### config.mk
export PLATFORM = sky130hd
export DESIGN_NAME = dbg_peek_arbiter
export DESIGN_NICKNAME = d
export VERILOG_FILES = /design/src/rtl/dbg_pkg.sv /design/src/rtl/scan_stepper.sv /design/src/rtl/dbg_peek_arbiter.sv
export SDC_FILE = /design/constraint.sdc
export NUM_CORES = 1
export LEC_CHECK = 0
export CELL_PAD_IN_SITES_DETAIL_PLACEMENT = 0
export CELL_PAD_IN_SITES_GLOBAL_PLACEMENT = 1
export CORE_MARGIN = 1.5
export CORE_UTILIZATION = 30
export DETAILED_ROUTE_END_ITERATION = 7
export HOLD_SLACK_MARGIN = 0.05
export PLACE_DENSITY_LB_ADDON = 0.1
export SLEW_MARGIN = 20
export SYNTH_ARGS = -nofsm -noshare
export SYNTH_HDL_FRONTEND = slang
export SYNTH_SLANG_ARGS = --single-unit
### constraint.sdc
create_clock -name Clk -period 2.4 [get_ports Clk]
set_clock_uncertainty 0.1 [all_clocks]
set_input_delay 0.48 -clock Clk [delete_from_list [all_inputs] [get_ports Clk]]
set_output_delay 0.48 -clock Clk [all_outputs]
set_load 0.02 [all_outputs]
### src/rtl/dbg_pkg.sv
// rtl/dbg_pkg.sv - shared state encoding and default widths for the debug peek arbiter
//
// Purpose: common definitions imported by dbg_peek_arbiter and scan_stepper.
// Ports:   none (package).
package dbg_pkg;

  localparam int DBG_ADDR_W = 9;
  localparam int DBG_DATA_W = 32;

  // IDLE: no debug request pending; WAIT: pending and denied at least once;
  // CAPTURE: debug read data returning from the memory this cycle.
  typedef enum logic [1:0] {
    ST_IDLE    = 2'd0,
    ST_WAIT    = 2'd1,
    ST_CAPTURE = 2'd2
  } dbg_state_t;

endpackage

### src/rtl/scan_stepper.sv
// rtl/scan_stepper.sv - auto-scan timer that walks the debug peek address
//
// Purpose: detects the scanEn rising edge, runs the scan timer and steps the
//          scan address once per SCAN_PERIOD cycles; selects the peek address.
// Ports:   Clk, Rst (async active-low)
//          scanEn  - auto-scan mode level
//          dbgAddr - manual peek address (switches), also the scan start point
//          effAddr - effective peek address presented to the arbiter
module scan_stepper
  import dbg_pkg::*;
#(
  parameter int ADDR_W      = DBG_ADDR_W,
  parameter int SCAN_PERIOD = 50000000
) (
  input  logic              Clk,
  input  logic              Rst,
  input  logic              scanEn,
  input  logic [ADDR_W-1:0] dbgAddr,
  output logic [ADDR_W-1:0] effAddr
);

  localparam int TIMER_W = (SCAN_PERIOD > 1) ? $clog2(SCAN_PERIOD) : 1;
  localparam logic [TIMER_W-1:0] TIMER_LAST = TIMER_W'(SCAN_PERIOD - 1);

  logic               scanEnQ;
  logic               scanRise;
  logic [TIMER_W-1:0] scanTimer;
  logic [ADDR_W-1:0]  scanAddr;

  assign scanRise = scanEn & ~scanEnQ;

  always_ff @(posedge Clk or negedge Rst) begin
    if (!Rst) begin
      scanEnQ   <= 1'b0;
      scanTimer <= '0;
      scanAddr  <= '0;
    end else begin
      scanEnQ <= scanEn;
      if (scanRise) begin
        scanAddr  <= dbgAddr;
        scanTimer <= '0;
      end else if (scanEn) begin
        if (scanTimer == TIMER_LAST) begin
          scanTimer <= '0;
          scanAddr  <= scanAddr + ADDR_W'(1);
        end else begin
          scanTimer <= scanTimer + TIMER_W'(1);
        end
      end else begin
        scanTimer <= '0;
      end
    end
  end

  // In the edge cycle scanAddr still holds the previous walk; the start point
  // being loaded is dbgAddr, so present that directly.
  assign effAddr = (!scanEn || scanRise) ? dbgAddr : scanAddr;

endmodule

### src/rtl/dbg_peek_arbiter.sv
// rtl/dbg_peek_arbiter.sv - shares the data-memory read port between CPU loads and debug peeks
//
// Purpose: CPU has priority on the read port; a starvation counter forces a
//          debug slot after STARVE_LIMIT denials. Captured peek data is held
//          in registers for the display logic.
// Ports:   Clk, Rst (async active-low)
//          cpuMemRd, cpuMemAddr, cpuStall   - CPU load path
//          memRdEn, memAddr, memRdData      - memory read port (1-cycle latency)
//          dbgEn, dbgAddr, scanEn           - debugger controls
//          dbgData, dbgAddrShown, dbgValid  - registered peek result
module dbg_peek_arbiter
  import dbg_pkg::*;
#(
  parameter int ADDR_W       = DBG_ADDR_W,
  parameter int DATA_W       = DBG_DATA_W,
  parameter int STARVE_LIMIT = 8,
  parameter int SCAN_PERIOD  = 50000000
) (
  input  logic              Clk,
  input  logic              Rst,
  input  logic              cpuMemRd,
  input  logic [31:0]       cpuMemAddr,
  output logic              cpuStall,
  output logic              memRdEn,
  output logic [31:0]       memAddr,
  input  logic [DATA_W-1:0] memRdData,
  input  logic              dbgEn,
  input  logic [ADDR_W-1:0] dbgAddr,
  input  logic              scanEn,
  output logic [DATA_W-1:0] dbgData,
  output logic [ADDR_W-1:0] dbgAddrShown,
  output logic              dbgValid
);

  localparam int CNT_W = (STARVE_LIMIT > 0) ? $clog2(STARVE_LIMIT + 1) : 1;
  localparam logic [CNT_W-1:0] CNT_MAX = CNT_W'(STARVE_LIMIT);

  dbg_state_t        state, stateNext;
  logic [CNT_W-1:0]  starveCnt, starveCntNext;
  logic [ADDR_W-1:0] effAddr;
  logic [ADDR_W-1:0] pendAddr;
  logic              contend;
  logic              forced;
  logic              grant;

  scan_stepper #(
    .ADDR_W      (ADDR_W),
    .SCAN_PERIOD (SCAN_PERIOD)
  ) u_scan (
    .Clk     (Clk),
    .Rst     (Rst),
    .scanEn  (scanEn),
    .dbgAddr (dbgAddr),
    .effAddr (effAddr)
  );

  // Rst gates the grant so the port is a plain CPU pass-through while reset is held.
  assign contend = Rst && dbgEn && (state != ST_CAPTURE);
  assign forced  = (state == ST_WAIT) && (starveCnt == CNT_MAX);
  assign grant   = contend && (!cpuMemRd || forced);

  always_ff @(posedge Clk or negedge Rst) begin
    if (!Rst) begin
      state     <= ST_IDLE;
      starveCnt <= '0;
    end else begin
      state     <= stateNext;
      starveCnt <= starveCntNext;
    end
  end

  always_comb begin
    stateNext     = state;
    starveCntNext = starveCnt;
    cpuStall      = 1'b0;
    memRdEn       = cpuMemRd;
    memAddr       = cpuMemAddr;

    case (state)
      ST_IDLE, ST_WAIT: begin
        if (grant) begin
          stateNext     = ST_CAPTURE;
          starveCntNext = '0;
        end else if (dbgEn) begin
          stateNext     = ST_WAIT;
          starveCntNext = (starveCnt == CNT_MAX) ? starveCnt : starveCnt + CNT_W'(1);
        end else begin
          stateNext     = ST_IDLE;
          starveCntNext = '0;
        end
      end
      ST_CAPTURE: begin
        // Port stays with the CPU while debug data returns.
        stateNext     = dbgEn ? ST_WAIT : ST_IDLE;
        starveCntNext = '0;
      end
      default: begin
        stateNext     = ST_IDLE;
        starveCntNext = '0;
      end
    endcase

    if (grant) begin
      memRdEn  = 1'b1;
      memAddr  = 32'(effAddr);
      cpuStall = cpuMemRd;
    end
  end

  always_ff @(posedge Clk or negedge Rst) begin
    if (!Rst) begin
      pendAddr     <= '0;
      dbgData      <= '0;
      dbgAddrShown <= '0;
      dbgValid     <= 1'b0;
    end else begin
      dbgValid <= (state == ST_CAPTURE);
      if (grant) begin
        pendAddr <= effAddr;
      end
      if (state == ST_CAPTURE) begin
        dbgData      <= memRdData;
        dbgAddrShown <= pendAddr;
      end
    end
  end

endmodule

==> out/summary.txt, run 1 <==
commonest non-fill, non-tap cell in the layout - nand2_1
Die Area - 0.0156 sq mm
Max Slew Vio Count - 0
fin cells - 891
Die H - 125 microns
RSZ-0062 raised after global routing - yes
CP Data Required Time - 1.82 ns
RD Place Congestion - 0.774
Via Count - 4,129
CP endpoint - memAddr[2]
commonest cells after routing, fill and taps aside - 158 x nand2_1, 118 x clkdlybuf4s50_1, 93 x dfrtp_1, 74 x buf_4, 44 x nor2_1
CTS Buf Count - 9
DR pass1 iterations - 4
Starting Density - 0.307
Layout Nets - 784
Critical Path Source - starveCnt[0]
Tcrit/Tclk final - 1.11
row cnt - 44
CP endpoint kind - primary output
run status - finished with violations
worst slew pin tran - 0.661 ns
CTS Sinks - 93
Worst Path Arrival - 2.07 ns
Synth async-reset ratio - 1.00
failing checks - setup timing
CP max stage delay - 0.34 ns
Syn Area/Cell - 8.93 sq um
DRC - 0
Post-Place Setup Slack - -0.542 ns
IO Pins - 154
Min Clock Period, post-route - 2.65 ns
Avg WL per Cell - 14.4 microns
max_cap viols - 0
Placed Area - 0.00653 sq mm
htree depth - 3
fmax - 377 MHz
final core utilization - 0.491
first-pass GRT wire length - 20.7 mm
final wirelength - 12.8 mm
Hold Vio Cnt, Final - 0
fin area - 0.00714 sq mm
area leader, netlist - dfrtp_1
CP top delay family - buffers and inverters
DRT antenna net count - 0
power share of the clock group - 0.319
Worst R2R Path Depth - 5
leakage - 3.26 nW
die width - 125 microns
CTS Root Cell - clkbuf_16
syn_nets - 581
layout cells sized above 1 - 0.199
clock latency at the later pin of the worst-skew pair - 0.35 ns
HP Class - input pin to asynchronous set/reset pin
Int Pwr - 3.47 mW
WP depth - 9
Final HPWL DP - 8.99 mm
Yosys top cell area share - 0.522
Sequential Power Share - 0.399
Seq cells post-synth - 93
initial drt markers - 156
Max clock buf depth - 2
Sw Share - 0.293
CP startpoint kind - register
worst-path cell chain - inv_1, ha_1, and4bb_1, o2bb2ai_2, and3_4, buf_12, buf_16, o21a_1, buf_6
Combinational Power Share - 0.282
Max VDD drop - 0.382 mV
total power - 4.91 mW
largest cells by area after synthesis - dfrtp_1 52%, nand2_1 13%, xor2_1 3.7%, nor2_1 3.7%, nor2b_1 3.4%
Max stage delay cell, worst path - dfrtp_1
cell count after synthesis - 499
GRT Residual Overflow - 0
largest net degree at the start of global routing - 52
Setup Viol. Count Final - 33
initial antenna violation count - 0
Yosys Warn Count - 0
worst-path fanout max - 7
PwrDens - 688 mW/mm^2
Mapped Area - 0.00446 sq mm
placed cell count - 862
Post-synth EDFFs - 0
clk slew on worst S/H paths - 0.07 ns
DR vias/cell - 4.63
CTS tree - built
Layout area overhead - 60.2%
worst reg2reg startpoint - u_scan.scanTimer[18]
# port buffers - 153
fin worst setup slack - -0.254 ns
critical path type - register to primary output
R2R Path End - u_scan.scanAddr[7]
vias in the first global route - 3,983
ant diodes - 0
Core Region - 0.0145 sq mm
Filler Cell Count - 1,365
total track usage - 0.165
sequential cell area fraction in the yosys report - 0.522
sw power - 1.44 mW
Most used DFF post-synth - dfrtp_1
Slew HR - 0.559
WP buf/inv - 4
number of library cell types mapped by synthesis - 44
internal reg-to-reg setup slack - 0.20 ns
worst min path at each step:
stage	from	endpoint	slack, ns	cells after the start
after floorplan	Rst	dbgAddrShown[0]	0.08	0
after global placement	dbgData[6]	dbgData[6]	0.36	2
after detailed placement	pendAddr[8]	dbgAddrShown[8]	0.36	2
after CTS	Rst	state[0]	0.26	3
after global routing	Rst	pendAddr[6]	0.31	3
final	Rst	pendAddr[7]	0.24	3
routing by layer:
metal  share of wire  vias to the layer above  track usage
met5               0                        -            0
met2            0.48                       86        0.261
li1                -                     2061            -
met4          0.0094                        0       0.0434
met1            0.48                     1975        0.224
met3           0.037                        7       0.0425
registers in the layout, indices dropped and copies added (netlist names):
signal	count
starveCnt	4
state	2
u_scan.scanAddr	9
u_scan.scanEnQ	1
dbgData	32
pendAddr	9
u_scan.scanTimer	26
dbgAddrShown	9
dbgValid	1
area by class of cell:
cell class / instances / area [sq um] / area share
Multi-Input combinational cell: 377 / 2140 / 0.300
Timing Repair Buffer: 216 / 2090 / 0.293
Clock inverter: 6 / 91.3 / 0.0128
Inverter: 5 / 18.8 / 0.00263
Sequential cell: 93 / 2330 / 0.326
Clock buffer: 10 / 239 / 0.0335
Tap cell: 184 / 230 / 0.0323
synthesized netlist by cell type (all sizes together), types with 5 or more instances:
library cell and instances:
nand2 158, inv 5, and3 7, clkbuf 23
xor2 19, dfrtp 93, and4 6, o21a 18
nand3 25, nor2 44, nor2b 24, nor4 6
xnor2 7, nand4 9, and2 5
kinds of logic after synthesis:
group | count (synthesis) | share of synthesized area
adders and majority gates | 4 | 0.0112
buffers and inverters | 30 | 0.0255
xor gates and xnor gates | 26 | 0.0511
AOI/OAI and AO/OA | 42 | 0.0671
DFF | 93 | 0.522
and+or+nand+nor | 304 | 0.323
worst min-delay path: stages:
cell	delay [ns]
buf_4	0.10
buf_4	0.11
buf_4	0.45
power by group through the flow:
stage / registers (mW) / clock network, mW / logic, mW
3_3_place_gp: 1.98 / 0 / 1.34
3_5_place_dp: 1.99 / 0 / 1.35
5_1_grt: 1.99 / 1.67 / 1.49
4_1_cts: 1.96 / 1.62 / 1.38
6_report: 1.96 / 1.57 / 1.39
2_1_floorplan: 2.20 / 0 / 0.359
repair_timing:
item	4_1_cts	5_1_grt
setup endpoints to repair	34	34
cloned	2	2
pin swaps	4	5
hold buffers	0	0
gates resized for setup	188	16
buffers inserted	7	2
metrics by stage:
stage                     TNS [ns]  hold WS, ns
after floorplan                  0       0.0844
after global placement      -13.84        0.356
after detailed placement    -15.56        0.356
after CTS                    -6.77        0.263
final                        -6.58        0.245
after global routing         -9.10        0.307
(Power assumes the default switching activity.)
==> inputs of run 2 (changes only) <==
Settings changed: REMOVE_ABC_BUFFERS from default to 1.
==> run 2 against run 1 <==
- the flow still finishes with violations (setup timing)
- sequential power about the same
- via count down 0.70%
- final cell count down 0.45%
- critical path type unchanged
- non-clock buffer count down 3
- combinational power about the same
- final area down 1.6%
- utilization down 0.77 points
- clock power about the same
- sequential cell count unchanged
- worst hold slack better by 0.13 ns
==> out/summary.txt, run 2 (synthesis gave the netlist of run 1 again) <==
run status - finished with violations
failing checks - setup timing
CTS tree - built
DR vias/cell - 4.62
Layout Nets - 780
Max clock buf depth - 2
power share of the clock group - 0.326
Layout area overhead - 57.6%
critical path type - register to primary output
die width - 125 microns
Sequential Power Share - 0.398
vias in the first global route - 4,007
register area - 0.00233 sq mm
total power - 4.92 mW
RSZ-0062 raised after global routing - yes
row cnt - 44
fmax - 367 MHz
DR pass1 iterations - 4
clock latency at the later pin of the worst-skew pair - 0.35 ns
max FFs per register - 32
Max VDD drop - 0.345 mV
IO Pins - 154
GRT Residual Overflow - 0
final wirelength - 12.9 mm
clk slew on worst S/H paths - 0.07 ns
CP top delay family - simple AND/OR/NAND/NOR gates
Min Clock Period, post-route - 2.72 ns
initial antenna violation count - 0
Slew HR - 0.401
CP endpoint kind - primary output
fin worst setup slack - -0.323 ns
commonest cells after routing, fill and taps aside - 158 x nand2_1, 118 x clkdlybuf4s50_1, 93 x dfrtp_1, 55 x buf_4, 44 x nor2_1
commonest non-fill, non-tap cell in the layout - nand2_1
WP depth - 9
internal reg-to-reg setup slack - 0.15 ns
Worst R2R Path Depth - 5
first-pass GRT wire length - 20.8 mm
Combinational Power Share - 0.276
Core Region - 0.0145 sq mm
leakage - 3.19 nW
CP Data Required Time - 1.82 ns
Tcrit/Tclk final - 1.13
Placed Area - 0.00651 sq mm
CTS Buf Count - 9
fin area - 0.00703 sq mm
Max stage delay cell, worst path - dfrtp_1
Max Slew Vio Count - 0
CTS Root Cell - clkbuf_16
Die H - 125 microns
DRT antenna net count - 0
area of the multi-input gates - 0.00209 sq mm
# port buffers - 153
Final HPWL DP - 8.93 mm
Worst Path Arrival - 2.14 ns
initial drt markers - 184
Sw Share - 0.293
Die Area - 0.0156 sq mm
max_cap viols - 0
CP startpoint kind - register
largest register by flop count - dbgData
worst-path fanout max - 7
final core utilization - 0.483
worst reg2reg startpoint - u_scan.scanTimer[18]
ant diodes - 0
Via Count - 4,100
DRC - 0
Starting Density - 0.307
Avg WL per Cell - 14.5 microns
top flop regs - dbgData (32), u_scan.scanTimer (26)
CTS Sinks - 93
Post-Route Setup TNS - -9.46 ns
CP max stage delay - 0.38 ns
RD Place Congestion - 0.811
Hold Vio Cnt, Final - 0
worst slew pin tran - 0.899 ns
Post-Place Setup Slack - -0.554 ns
worst-path cell chain - inv_1, ha_2, and4bb_1, o2bb2ai_2, and3_4, buf_12, buf_8, o21a_1, buf_6
Setup Viol. Count Final - 33
WP buf/inv - 4
largest net degree at the start of global routing - 69
Filler Cell Count - 1,406
R2R Path End - u_scan.scanAddr[7]
sw power - 1.44 mW
Int Pwr - 3.47 mW
HP Class - input pin to asynchronous set/reset pin
PwrDens - 700 mW/mm^2
layout cells sized above 1 - 0.188
total track usage - 0.166
htree depth - 3
run 2: cell count changes in the layout (fill, tap and decap cells not counted), moves of 2 or more:
cell           before  now
buf_2               0   17
buf_4              74   55
buf_6              15   11
buf_8               0    2
dlygate4sd3_1       0    2
inv_6               2    0
nand3_1            22   18
nand3_2             2    6
nor2b_1            15   23
nor2b_4             9    1
run 2: cell type report:
class                      count  share of cell area
clock buffer                  11              0.0360
clock inverter                 5              0.0118
inverter                       5             0.00267
multi-input combinational    376               0.297
sequential                    93               0.331
tap                          184              0.0328
timing repair buffer         213               0.288
run 2: worst reg2reg max path, stage by stage, from the launching register on:
cell and delay [ns]:
dfrtp_1 0.45, or4b_4 0.57, nor3b_2 0.23, nand3_1 0.15, or4_1 0.51, a31oi_1 0.17
run 2: repair_timing:
action,CTS,global route
hold buffers,2,0
buffers inserted,2,5
setup endpoints to repair,34,33
resized for setup,148,36
pin swaps,3,6
hold endpoints to repair,10,0
gates cloned,2,2
run 2: worst max path at each step:
| stage | slack (ns) | start | end |
|---|---|---|---|
| floorplan | -1.58 | state[1] | memAddr[0] |
| global placement | -0.51 | scanEn | memAddr[8] |
| detailed placement | -0.55 | cpuMemRd | memAddr[17] |
| CTS | -0.32 | starveCnt[0] | memAddr[17] |
| global route | -0.41 | starveCnt[0] | memAddr[7] |
| finish | -0.32 | starveCnt[0] | memAddr[4] |
run 2: routing by layer:
layer,vias to the layer above,part of all wire,global-route usage
met4,0,0.014,0.0561
li1,2062,-,-
met1,1924,0.48,0.230
met2,103,0.45,0.263
met3,11,0.047,0.0305
met5,-,0,0
run 2: power by group through the flow:
stage | combinational, mW | clock, mW | sequential (mW)
5_1_grt | 1.47 | 1.70 | 2.00
3_3_place_gp | 1.34 | 0 | 1.98
2_1_floorplan | 0.346 | 0 | 2.21
6_report | 1.36 | 1.60 | 1.96
4_1_cts | 1.34 | 1.64 | 1.96
3_5_place_dp | 1.34 | 0 | 1.99
run 2: per-stage QoR:
| step | hold WS, ns | instances |
|---|---|---|
| floorplan | 0.0844 | 474 |
| global placement | 0.356 | 859 |
| detailed placement | 0.354 | 859 |
| CTS | 0.376 | 881 |
| global route | 0.387 | 887 |
| finish | 0.371 | 887 |
